## src/rtl/wb_regfile_sb.sv

```systemverilog
// LC-3 writeback stage: source select, register file, N/Z/P status and a
// per-register busy scoreboard with optional write-through forwarding to
// the two decode read ports.
module wb_regfile_sb #(
  parameter int DATA_W   = 16,
  parameter int NUM_REGS = 8,
  parameter int BYPASS   = 1,
  localparam int AW      = $clog2(NUM_REGS)
) (
  input  logic              clock,
  input  logic              reset,
  input  logic              wb_valid,
  input  logic [1:0]        wb_sel,
  input  logic [AW-1:0]     wb_dr,
  input  logic              wb_setcc,
  input  logic [DATA_W-1:0] aluout,
  input  logic [DATA_W-1:0] memout,
  input  logic [DATA_W-1:0] pcout,
  input  logic [DATA_W-1:0] npc,
  input  logic              issue_valid,
  input  logic [AW-1:0]     issue_dr,
  input  logic [AW-1:0]     sr1,
  input  logic [AW-1:0]     sr2,
  output logic [DATA_W-1:0] d1,
  output logic [DATA_W-1:0] d2,
  output logic              sr1_busy,
  output logic              sr2_busy,
  output logic [2:0]        psr,
  output logic              sb_err
);

  logic [DATA_W-1:0] regs_q [NUM_REGS];
  logic [DATA_W-1:0] regs_d [NUM_REGS];
  logic [NUM_REGS-1:0] busy_q;
  logic [NUM_REGS-1:0] busy_d;
  logic [2:0]          psr_q;
  logic [2:0]          psr_d;
  logic                sb_err_q;
  logic                sb_err_d;
  logic [DATA_W-1:0]   wr_data;

  // Writeback source select.
  always_comb begin
    wr_data = aluout;
    case (wb_sel)
      2'd0:    wr_data = aluout;
      2'd1:    wr_data = memout;
      2'd2:    wr_data = pcout;
      default: wr_data = npc;
    endcase
  end

  genvar gi;
  generate
    for (gi = 0; gi < NUM_REGS; gi++) begin : g_reg
      // Next value of one register and its busy bit; a new issue outranks a
      // same-cycle writeback because the newer instruction is still pending.
      always_comb begin
        regs_d[gi] = regs_q[gi];
        busy_d[gi] = busy_q[gi];
        if (wb_valid && (wb_dr == AW'(gi))) begin
          regs_d[gi] = wr_data;
          busy_d[gi] = 1'b0;
        end
        if (issue_valid && (issue_dr == AW'(gi))) begin
          busy_d[gi] = 1'b1;
        end
      end

      // Register storage; reset clears contents.
      always_ff @(posedge clock) begin
        if (reset) begin
          regs_q[gi] <= '0;
        end else begin
          regs_q[gi] <= regs_d[gi];
        end
      end
    end
  endgenerate

  // Status flags and sticky scoreboard error, judged on the pre-update busy bit.
  always_comb begin
    psr_d    = psr_q;
    sb_err_d = sb_err_q;
    if (wb_valid && wb_setcc) begin
      if (wr_data[DATA_W-1])    psr_d = 3'b100;
      else if (wr_data == '0)   psr_d = 3'b010;
      else                      psr_d = 3'b001;
    end
    if (wb_valid && !busy_q[wb_dr]) begin
      sb_err_d = 1'b1;
    end
  end

  // Scoreboard, status and error flops.
  always_ff @(posedge clock) begin
    if (reset) begin
      busy_q   <= '0;
      psr_q    <= 3'b000;
      sb_err_q <= 1'b0;
    end else begin
      busy_q   <= busy_d;
      psr_q    <= psr_d;
      sb_err_q <= sb_err_d;
    end
  end

  // Read ports with optional forwarding of this cycle's writeback; a source
  // being written (and not re-issued this cycle) is reported as not busy.
  always_comb begin
    d1       = regs_q[sr1];
    d2       = regs_q[sr2];
    sr1_busy = busy_q[sr1];
    sr2_busy = busy_q[sr2];
    if (BYPASS != 0) begin
      if (wb_valid && (wb_dr == sr1)) begin
        d1 = wr_data;
        if (!(issue_valid && (issue_dr == sr1))) sr1_busy = 1'b0;
      end
      if (wb_valid && (wb_dr == sr2)) begin
        d2 = wr_data;
        if (!(issue_valid && (issue_dr == sr2))) sr2_busy = 1'b0;
      end
    end
  end

  assign psr    = psr_q;
  assign sb_err = sb_err_q;

endmodule

```

## config.mk

```make
export PLATFORM = sky130hd
export DESIGN_NAME = wb_regfile_sb
export DESIGN_NICKNAME = d
export VERILOG_FILES = /design/src/rtl/wb_regfile_sb.sv
export SDC_FILE = /design/constraint.sdc
export NUM_CORES = 1
export LEC_CHECK = 0
export CORE_MARGIN = 5
export CORE_UTILIZATION = 55
export DETAILED_ROUTE_END_ITERATION = 10
export PLACE_DENSITY_LB_ADDON = 0.05
export SETUP_SLACK_MARGIN = 0.1
export SLEW_MARGIN = 20
export SYNTH_ARGS = -nofsm -noshare
export SYNTH_HDL_FRONTEND = slang
export SYNTH_SLANG_ARGS = --single-unit
```

## constraint.sdc

```tcl
create_clock -name clock -period 5 [get_ports clock]
set_clock_uncertainty 0.05 [all_clocks]
set_input_delay 0.75 -clock clock [delete_from_list [all_inputs] [get_ports clock]]
set_output_delay 0.75 -clock clock [all_outputs]
set_load 0.05 [all_outputs]
```

==> results.txt <==
The run finished with clean final reports. Pin placement for this block handled 121 I/O pins. The number of distinct standard cells referenced by the synthesized netlist is 34. TritonCTS built the clock tree.

After synthesis, the share of flip-flops with an asynchronous set or reset is 0%. The clock transition time at the flip-flop clock pins of the worst setup and hold paths came out at ~0.06 ns. The largest single stage delay on the critical path is 0.93 ns. The worst setup path is launched from an input port.

The fraction of power consumed by the clock network is 34.7%. The final critical path takes up 77.9% of the cycle. The switching share of power is 28.9%.

The data required time of the critical path is 4.20 ns. The total overflow left after global routing is 0. The internal portion of the total power is 2.51 mW. The upper clock frequency limit came out at 0.257 GHz. The finished cells cover around 11000 µm². The site row count is 45.

Entering global routing, the biggest net connects 49 pins. The number of I/O port buffers came out at 120. Across the VDD grid, the largest voltage drop is 291 µV.

The total global routing track utilization is around 29%. The cell with the largest stage delay on the worst path is clkdlybuf4s50_1. The detailed-placement wirelength estimate is 16600 µm. The antenna diode count is 0. The H-tree depth is 4. The wire length per cell is about 27 µm.

The critical path is of the input port to primary output type. The detail-routed via count per cell is 6.69. The power dissipated by switching net loads is 1.02 mW. The synthesized cell area came out at 8380 µm².

The initial utilization of the core area, before any placement, comes to 55.5%. The warning count from the yosys run is 0. The number of gates resized after CTS was 0. The standby leakage power came out at 3.90 nW. The peak fanout along the critical path came out at 17. Dividing the synthesized area by the synthesized cell count gives 12.8 µm². The DRC violation count after routing came out at 0. The final max-slew violation count is 0.

The synthesis-to-finish area growth is 26.2%. The clock sink count is 140. The hold buffer count at CTS came out at 0. The number of hold violations in the final report is 0. The final net count came out at roughly 840.

The leading register cell type out of synthesis is edfxtp_1. The routed design could run at a clock period as short as 3.90 ns. The via count of the first global-routing pass came out at 6485. Walking the worst path, the cells encountered are clkdlybuf4s50_1 -> xnor2_1 -> nand4_1 -> buf_4 -> a21oi_1 -> buf_12. Once the clock tree was built, the setup fixing pass inserted 0 buffers. The overall die height came out at 133 µm. The arrival time at the worst endpoint came out at 3.10 ns. Wires add up to 25400 µm. The measured slew at the worst slew-check pin is 1.11 ns.

STA classifies the critical path endpoint as a primary output. The total power density per cell area came out at 334 nW/µm². On the critical path the largest part of the delay comes from buffers and inverters. The total clock buffers created by CTS came out at 17. The instance count of the mapped netlist came out at 653. The count of fill cells added during filler insertion came out at 1054. Of the total power, combinational logic draws about a quarter. The count of nets left with antenna violations after detail routing came out at 0.

The placeable core region came out at 15100 µm². The buffer levels on the longest clock path came out at 2. The number of synthesized register bits is 140. Setup repair after global routing left no endpoint under its margin. The tree is rooted in a clkbuf_16. The number of iterations in the first detailed-routing pass is 5. The routability-driven placement congestion ratio came out at 0.872. The worst relative slew slack came out at 25.6%. The number of antenna violations at the first check in global routing came to 0. The max capacitance violation total came out at 0.

The number of setup violations in the final report came out at 0. The global-route wire length before repair came out at ~38000 µm. Per report_power, the sequential group accounts for 39.6% of the total.

The floorplan step set the die width to 133 µm. The number of vias after detailed routing is 6378. The number of nets in the synthesized netlist is 736.

The setup TNS after final layout is 0 ns. The fraction of final layout cells sized beyond drive strength 1 is 23.2%. The starting DRC count in detailed routing came out at 722. After synthesis, flip-flops and latches occupy 48.8% of the total area.

The number of flops mapped to enable cells by yosys came out at 128. The count of buffering cells on the critical path with inverters included is 3. The final cell utilization of the core is 70.1%.

The insertion delay of the later-clocked pin in the worst-skew pair came out at 0.42 ns. The worst hold path belongs to the class flip-flop to flip-flop. Once placement finished, the instance area stood at 9990 µm². The die outline area is 17800 µm².
routing by layer:
metal | wire, µm | vias to the layer above | global-route usage [%] | part of all wire [%]
li1 | - | 2692 | - | -
met1 | 9440 | 3174 | 38.4 | 37
met2 | 12100 | 454 | 47.3 | 48
met3 | 3230 | 58 | 7.93 | 13
met4 | 642 | 0 | 9.03 | 2.5
met5 | 0 | - | 0 | 0
state kept, by name, indices dropped and copies added, names as in the netlist:
name,cells
regs_q,128
busy_q,8
psr,3
sb_err,1
area by class of cell:
type | instances | area (µm²) | area share [%]
multi-input cells | 454 | 4050 | 38.3
inverters | 8 | 30.0 | 0.284
flip-flops and latches | 140 | 4080 | 38.6
clock buffers | 19 | 433 | 4.10
repair buffers | 132 | 1600 | 15.1
well taps | 188 | 235 | 2.23
clock inverters | 13 | 143 | 1.35
cells in the mapped netlist (all sizes together) (12+ instances only):
cell	count	share of area [%]
nand2	31	1.4
xnor2	12	1.3
nor2	167	7.5
mux2i	51	6.1
mux2	16	2.2
o21ai	20	1.2
buf	19	1.2
mux4	86	23
clkbuf	32	1.4
a21oi	35	2.1
edfxtp	128	46
dfxtp	12	2.9
power by group through the flow:
stage          Clock [mW]  Sequential [mW]  Combinational (mW)
6_report             1.23             1.40               0.906
3_5_place_dp            0             1.42               0.901
3_3_place_gp            0             1.41               0.893
5_1_grt              1.29             1.40               0.945
4_1_cts              1.23             1.40               0.906
2_1_floorplan           0             1.41               0.506
path summary, 6_finish.rpt:
path / endpoint / slack (ns) / from / depth (start not counted)
setup / recovery: d2[12] / 1.10 / sr2[1] / 6
hold reg to reg: psr[2] / 0.42 / psr[2] / 2
hold / removal: psr[2] / 0.42 / psr[2] / 2
setup reg to reg: sb_err / 3.75 / busy_q[1] / 4
placed cells by master (no fill, tap or decap), types with 8 or more instances in the layout:
master	synthesis	routed
nor2_1	167	167
edfxtp_1	128	128
clkdlybuf4s50_1	0	82
mux4_2	78	78
mux2i_1	51	51
a21oi_1	35	35
buf_12	0	33
nand2_1	31	31
clkbuf_16	0	17
mux2_2	16	16
o21ai_1	16	16
buf_4	0	13
xnor2_1	12	12
dfxtp_1	12	12
mux4_1	8	8
inv_1	8	8
tightest hold or removal path: stages, from the launching register on:
cell	delay, ns
dfxtp_1	0.31
nand2_1	0.05
a21oi_1	0.05
kinds of logic after synthesis:
family,after synthesis,share of synthesized area [%]
buffers and inverters,59,2.94
and+or+nand+nor,218,10.4
DFF,140,48.8
xor gates and xnor gates,12,1.25
muxes,153,31.7
AOI/OAI and AO/OA,71,4.96
per-stage QoR:
stage	worst slack [ns]	hold slack, ns	total power, mW	cells
4_1_cts	1.12	0.420	3.53	954
3_5_place_dp	1.13	0.412	2.32	922
3_3_place_gp	1.16	0.396	2.30	922
6_report	1.10	0.415	3.53	954
2_1_floorplan	1.67	0.398	1.91	653
5_1_grt	1.02	0.448	3.64	954
Power figures use the tool's default switching activity.
